===== src/rtl/obstacle_field.sv =====
// obstacle_field
//   Keeps N_OBS rectangular obstacles scrolling leftwards across the display.
//   An obstacle whose centre would reach or pass the left edge wraps back to
//   just beyond the right edge. Its new vertical centre is taken from a
//   free-running 16-bit LFSR. Every wrap is counted into a saturating score.
//
// Ports
//   i_clk      single clock for all state
//   i_rst      asynchronous active-high reset
//   i_ani_stb  one-cycle animation strobe per frame step
//   i_animate  enables motion while high
//   i_speed    pixels moved per strobe (0 freezes motion)
//   i_sel      selects the obstacle shown on the edge outputs
//   o_x1/o_x2  left/right edge of the selected obstacle (0 if i_sel >= N_OBS)
//   o_y1/o_y2  top/bottom edge of the selected obstacle (0 if i_sel >= N_OBS)
//   o_pass     registered one-cycle pulse after an update that wrapped >= 1 obstacle
//   o_score    saturating count of obstacle wraps
module obstacle_field #(
  parameter int          N_OBS    = 4,
  parameter int          H_WIDTH  = 20,
  parameter int          H_HEIGHT = 20,
  parameter int          D_WIDTH  = 640,
  parameter int          D_HEIGHT = 480,
  parameter int          SPACING  = 170,
  parameter logic [15:0] SEED     = 16'hACE1
) (
  input  logic        i_clk,
  input  logic        i_rst,
  input  logic        i_ani_stb,
  input  logic        i_animate,
  input  logic [3:0]  i_speed,
  input  logic [2:0]  i_sel,
  output logic [11:0] o_x1,
  output logic [11:0] o_x2,
  output logic [11:0] o_y1,
  output logic [11:0] o_y2,
  output logic        o_pass,
  output logic [15:0] o_score
);

  localparam int          YRANGE = D_HEIGHT - 2 * H_HEIGHT;
  localparam logic [11:0] X_WRAP = 12'(D_WIDTH + H_WIDTH - 1);
  localparam logic [11:0] Y_MID  = 12'(D_HEIGHT / 2);

  logic [11:0] x_q [N_OBS];
  logic [11:0] x_d [N_OBS];
  logic [11:0] y_q [N_OBS];
  logic [11:0] y_d [N_OBS];
  logic [15:0] lfsr_q, lfsr_d;
  logic        pass_q, pass_d;
  logic [15:0] score_q, score_d;

  logic        update_en;
  logic [3:0]  wrap_cnt;
  logic [8:0]  r;
  logic [16:0] score_sum;
  logic        sel_valid;
  logic [11:0] sel_x, sel_y;

  assign update_en = i_ani_stb & i_animate;

  always_comb begin
    lfsr_d   = {lfsr_q[14:0], lfsr_q[15] ^ lfsr_q[13] ^ lfsr_q[12] ^ lfsr_q[10]};
    x_d      = x_q;
    y_d      = y_q;
    wrap_cnt = '0;
    r        = '0;
    if (update_en) begin
      for (int k = 0; k < N_OBS; k++) begin
        if (x_q[k] > {8'd0, i_speed}) begin
          x_d[k] = x_q[k] - {8'd0, i_speed};
        end else if (i_speed != 4'd0) begin
          // Each obstacle takes its own 9-bit window of the current LFSR
          // value; one conditional subtract folds it into [0, YRANGE-1].
          r = 9'(lfsr_q >> k);
          if ({1'b0, r} >= 10'(YRANGE)) begin
            r = 9'({1'b0, r} - 10'(YRANGE));
          end
          x_d[k]   = X_WRAP;
          y_d[k]   = 12'(H_HEIGHT) + {3'd0, r};
          wrap_cnt = 4'(wrap_cnt + 4'd1);
        end
      end
    end
    score_sum = {1'b0, score_q} + {13'd0, wrap_cnt};
    score_d   = score_sum[16] ? 16'hFFFF : score_sum[15:0];
    pass_d    = (wrap_cnt != 4'd0);
  end

  always_ff @(posedge i_clk or posedge i_rst) begin
    if (i_rst) begin
      for (int k = 0; k < N_OBS; k++) begin
        x_q[k] <= 12'(D_WIDTH + H_WIDTH - 1 + k * SPACING);
        y_q[k] <= Y_MID;
      end
      lfsr_q  <= SEED;
      pass_q  <= 1'b0;
      score_q <= '0;
    end else begin
      x_q     <= x_d;
      y_q     <= y_d;
      lfsr_q  <= lfsr_d;
      pass_q  <= pass_d;
      score_q <= score_d;
    end
  end

  // Output select: no match for i_sel >= N_OBS leaves sel_valid low.
  always_comb begin
    sel_valid = 1'b0;
    sel_x     = '0;
    sel_y     = '0;
    for (int k = 0; k < N_OBS; k++) begin
      if (i_sel == 3'(k)) begin
        sel_valid = 1'b1;
        sel_x     = x_q[k];
        sel_y     = y_q[k];
      end
    end
  end

  assign o_x1    = sel_valid ? sel_x - 12'(H_WIDTH)  : 12'd0;
  assign o_x2    = sel_valid ? sel_x + 12'(H_WIDTH)  : 12'd0;
  assign o_y1    = sel_valid ? sel_y - 12'(H_HEIGHT) : 12'd0;
  assign o_y2    = sel_valid ? sel_y + 12'(H_HEIGHT) : 12'd0;
  assign o_pass  = pass_q;
  assign o_score = score_q;

endmodule


===== config.mk =====
export PLATFORM = sky130hd
export DESIGN_NAME = obstacle_field
export DESIGN_NICKNAME = d
export VERILOG_FILES = /design/src/rtl/obstacle_field.sv
export SDC_FILE = /design/constraint.sdc
export NUM_CORES = 1
export LEC_CHECK = 0
export ABC_AREA = 1
export CORE_MARGIN = 5
export CORE_UTILIZATION = 55
export CTS_BUF_LIST = sky130_fd_sc_hd__clkbuf_4 sky130_fd_sc_hd__clkbuf_8
export CTS_CLUSTER_SIZE = 16
export DETAILED_ROUTE_END_ITERATION = 10
export PLACE_DENSITY = 0.76
export SLEW_MARGIN = 15
export SYNTH_ARGS = -nofsm -noshare
export SYNTH_HDL_FRONTEND = slang
export SYNTH_SLANG_ARGS = --single-unit

===== constraint.sdc =====
create_clock -name i_clk -period 5.2 [get_ports i_clk]
set_clock_uncertainty 0.05 [all_clocks]
set_input_delay 0.52 -clock i_clk [delete_from_list [all_inputs] [get_ports i_clk]]
set_output_delay 0.52 -clock i_clk [all_outputs]
set_load 0.05 [all_outputs]

* Word-level counts from Yosys, hierarchy flattened
Cells that the tools add are included.
Word-level totals: logic and storage cells 115, output and inout port bits 65, input port bits 11, register bits 129
Cells by class: $lt $le $gt $ge 8, eq/ne operators 3, mux-type cells 50, reduce and logical (&&, ||, !) cells 15, add/subtract/negate cells 20, bitwise gates (word level) 8
Operators with widths (count):
- $mux 12 | 17
- $mux 9 | 16
- $gt 12x4->1 | 4
- $sub 12x4->12 | 4
- $add 5x9->10 const A | 4
- $mux 4 | 10
- $ge 9x9->1 const B | 4
- $sub 9x9->9 const B | 4
- $add 12x5->12 const B | 2
- $sub 12x5->12 const B | 2
- $add 16x4->17 | 1
- $mux 16 | 1
- $add 4x1->4 const B | 3
- $reduce_and 3->1 | 4
- $reduce_and 2->1 | 4
- $reduce_bool 2->1 | 4
- $reduce_bool 4->1 | 2
- $eq 3x2->1 const B | 2
- $mux 1 | 6
- $not 1->1 | 4
- $eq 3x1->1 const B | 1
- $logic_not 3->1 | 1
- $xor 1x1->1 | 3
- $and 1x1->1 | 1

* Longest topological paths before layout
depth in word-level cells 18, depth in mapped cells 29, gate-level depth less buffers 29

* Least setup slack after synthesis
Ideal clock, no wire load.
path kind flip-flop to flip-flop, from reg x_q[36] in the netlist's numbering, to reg score_q[14], in the netlist o_score[14], buffers on the path 0, arrival time 3934 ps, stages on the path, launching flop included 27, required time 5023 ps, setup time 127 ps, slack 1090 ps, period minus slack after synthesis 4110 ps, cell sequence dfstp_2 inv_1 ha_1 fa_1 nor2_1 nor2_1 o21ai_2 nand2_1 nand3_1 inv_1 ha_1 o21ai_0 a21oi_1 ha_1 nand2_1 nand2_1 fa_1 nand2_1 nand2_1 a21oi_1 nor2_1 nand2_1 inv_1 nand2_1 nor2_1 nor2_1 a21oi_1
Between the ends: cells in the longest elaborated chain, start to end 17
Ends and longest elaborated chain:
- start, declared | RTL line 45 | logic [11:0] x_q [N_OBS];
- start signal, assigned by index | RTL line 93 | x_q[k] <= 12'(D_WIDTH + H_WIDTH - 1 + k * SPACING);
- $gt 12x4->1 * | RTL line 70 | if (x_q[k] > {8'd0, i_speed}) begin
- $mux 1 * | RTL line 70
- $mux 4 * | RTL line 68 | if (update_en) begin
- $add 4x1->4 | RTL line 81 | wrap_cnt = 4'(wrap_cnt + 4'd1);
- $mux 4 | RTL line 72 | end else if (i_speed != 4'd0) begin
- $mux 4 * | RTL line 70
- $mux 4 * | RTL line 68
- $add 4x1->4 | RTL line 81
- [... 2 more ...]
- $mux 4 * | RTL line 68
- $add 4x1->4 | RTL line 81
- $mux 4 | RTL line 72
- $mux 4 * | RTL line 70
- $mux 4 * | RTL line 68
- $add 16x4->17 * | RTL line 85 | score_sum = {1'b0, score_q} + {13'd0, wrap_cnt};
- $mux 16 * | RTL line 86 | score_d = score_sum[16] ? 16'hFFFF : score_sum[15:0];
- named net score_d[14] | RTL line 51 | logic [15:0] score_q, score_d;
- end signal, assigned | RTL line 104 | score_q <= score_d;
- end, declared | RTL line 51
The timed path passes the listed nets; every way through them passes the cells marked *. The select of a mux whose other input is x is not followed. A chain may end at the register's enable or synchronous reset.

* Worst setup path after layout
from in i_speed[0], to reg score_q[10], in the netlist o_score[10]
Between the ends: cells in the longest elaborated chain, start to end 18, elaborated cells on any way between the ends 22, classes of those cells add/sub (4); order compare (4); mux (13); reduce/logical (1)
Ends and longest elaborated chain:
- start, declared | RTL line 31 | input logic [3:0] i_speed,
- parallel branches: the longest is 14 deep, another holds $gt 12x4->1
- $mux 4 * | RTL line 70
- $mux 4 * | RTL line 68
- $add 16x4->17 * | RTL line 85
- $mux 16 * | RTL line 86
- named net score_d[10] | RTL line 51
Mark *: on every way through the listed nets, which the timed path passes. The select of a mux whose other input is x is not followed.

==> metrics.cfg <==
[drt]
vias_per_cell = 5.47
wl_mm = 24.7
drt_first_pass_iters = 6
drc = 0
drtIter0Drc = 640
wl_per_cell_um = 15.6
routed-via-count = 8668
drtAntennaViolNets = 0

[timing]
fin_crit_sh = 0.897
hold_viol = 0
maxSlewHeadroom = 0.436
rsz0062_at_grt = false
max_clock_freq_mhz = 214
fin_crit_ps = 4670
worst_pin_slew_ps = 840
setup_viol = 0
final-max-slew-violation-count = 0
fin_tns_setup_ps = 0

[synth]
avgSynthCellArea_um2 = 6.98
yosysSeqAreaShare = 0.346
synth_ff_type = dfrtp_1
yosysUniqueCellTypes = 48
syn_nets = 1334
syn_area_um2 = 8930
ys_async_sr_fraction = 1.00
synthCells = 1279
synth-seq-cells = 121
yosysWarnings = 0
synth-edff-count = 0

[floorplan]
die_h_um = 137
core_area_um2 = 15900
io_pins = 76
die-width_um = 137
initial_core_util = 0.562
dieArea_um2 = 18900
rows = 46

[worst_hold_path]
min_path_type = reg -> reg

[layout]
nets = 1412
fillers = 1459
drive_above_1_share = 0.118
synthToLayoutAreaGrowth_pct = 14.7
post-route-cell-area_um2 = 10200
antenna_cells = 0
multi_input_area_um2 = 4970
final_cell_mix = 349 x nand2_1, 172 x inv_1, 139 x nor2_1
final_common_cell = nand2_1
ff_latch_area_um2 = 3090

[cts]
cts_sinks = 121
root_buffer = clkbuf_8
cts_buffer_depth = 2
cts.repair.resized = 0
cts_tree = yes
cts_buffers = 17
path_clk_slew_ps = 90
ctsHtreeMaxLevel = 4
cts_setup_buffers = 0
cts_hold_buf = 0
insertion_delay_ps = 470

[setup_path]
startpoint_type = input pin
cp.arrival_ps = 5020
crit_path_max_fanout = 7
endpoint_kind = flop
critical_path_class = in -> reg
required_ps = 5550

[grt]
grt_start_max_net_pins = 50
grt_pass1_vias = 8022
grt_usage = 0.271
grt_pass1_wl_mm = 40.0
antenna_found_initial = 0
grt.overflow.total = 0

[pwr]
p_leak_nw = 5.29
peakVddDrop_uv = 223
powerDensity_nw_per_um2 = 389

[flow_run]
drv_cap = 0

[place]
dp_hpwl_mm = 19.1
placed_cell_area_um2 = 9840
gp_congestion = 0.960
numPortBuffers = 74

[run_status]
status = completed

-- routing by layer --
metal  GRT usage  share of wire
met5           0              0
met4      0.0976          0.032
met3      0.0489          0.057
met2       0.457           0.49
met1       0.349           0.43
-- kinds of logic after synthesis --
logic type	share of synthesized area
compound gates	0.0930
xor+xnor	0.0334
fa+ha+maj	0.0659
buf+inv	0.0977
flops	0.346
other cells	0.000420
simple gates	0.364
-- final timing paths --
kind	start	depth (start not counted)	slack (ps)	to
hold reg to reg	lfsr_q[14]	0	310	lfsr_q[15]
max in group asynchronous	i_rst	3	3690	x_q[10]
min in group asynchronous	i_rst	2	430	lfsr_q[14]
setup reg to reg	x_q[36]	27	670	o_score[10]
setup / recovery	i_speed[0]	28	530	o_score[10]
hold / removal	lfsr_q[14]	0	310	lfsr_q[15]
-- area by class of cell --
class	instances	share of cell area
clock inverters	12	0.0141
flip-flops and latches	121	0.302
multi-input cells	947	0.485
repair buffers	83	0.0782
well taps	216	0.0264
inverters	187	0.0693
clock buffers	20	0.0251
-- flip-flops by register name (all words and copies together) (netlist names) --
register / count
y_q: 40
o_pass: 1
lfsr_q: 16
x_q: 48
o_score: 16
-- synthesized netlist by cell type (7+ instances only) --
cell	n	share of area
nand3_1	110	0.062
o21ai_0	68	0.038
nor3_1	17	0.0095
a22oi_1	8	0.0067
a21oi_1	54	0.030
dfrtp_1	73	0.20
nor2_2	13	0.0091
nand3b_1	7	0.0059
dfstp_2	48	0.14
xor2_1	28	0.027
inv_1	173	0.073
ha_1	39	0.055
nand2_2	14	0.0098
buf_4	7	0.0059
buf_2	9	0.0050
nor2_1	139	0.058
nand4_1	37	0.026
inv_2	11	0.0046
nand2_1	349	0.15
-- per-stage QoR --
| stage | setup slack (ps) | hold slack [ps] | power [mW] | instances | utilization |
|---|---|---|---|---|---|
| after floorplan | 1090 | 283 | 2.62 | 1279 | - |
| after global placement | 283 | 285 | 3.07 | 1554 | 0.619 |
| final | 535 | 308 | 3.99 | 1586 | 0.644 |
| after CTS | 553 | 312 | 3.98 | 1586 | 0.644 |
| after detailed placement | 113 | 293 | 3.10 | 1554 | 0.619 |
| after global routing | 36.6 | 335 | 4.26 | 1586 | 0.644 |
-- critical path, stage by stage --
cell             delay [ps]
clkdlybuf4s50_1         630
ha_1                    270
fa_1                    240
nor2_1                   60
nor2_1                  350
nor2_1                   70
nor2_1                   90
nand2_1                 170
nand3_1                 130
inv_1                    50
ha_1                    280
o21ai_0                 210
a21oi_1                  70
ha_1                    210
nand2_1                  60
o21ai_0                  70
nand3_1                 130
inv_1                    60
ha_1                    330
nand2_1                  80
nand2_1                  60
a21oi_1                  80
nor2_1                  210
nand2_1                  80
inv_1                    90
nand2_1                  70
or2_2                   270
nand3_1                  60
-- report_power, final --
group	internal (mW)	leakage (nW)	total, mW	switching, mW
Combinational	0.547	3.63	1.65	1.11
Sequential	1.21	1.47	1.45	0.233
Clock	0.448	0.195	0.886	0.438
Total	2.21	5.29	3.99	1.78
Note: power is estimated with default switching activity, not from simulation.
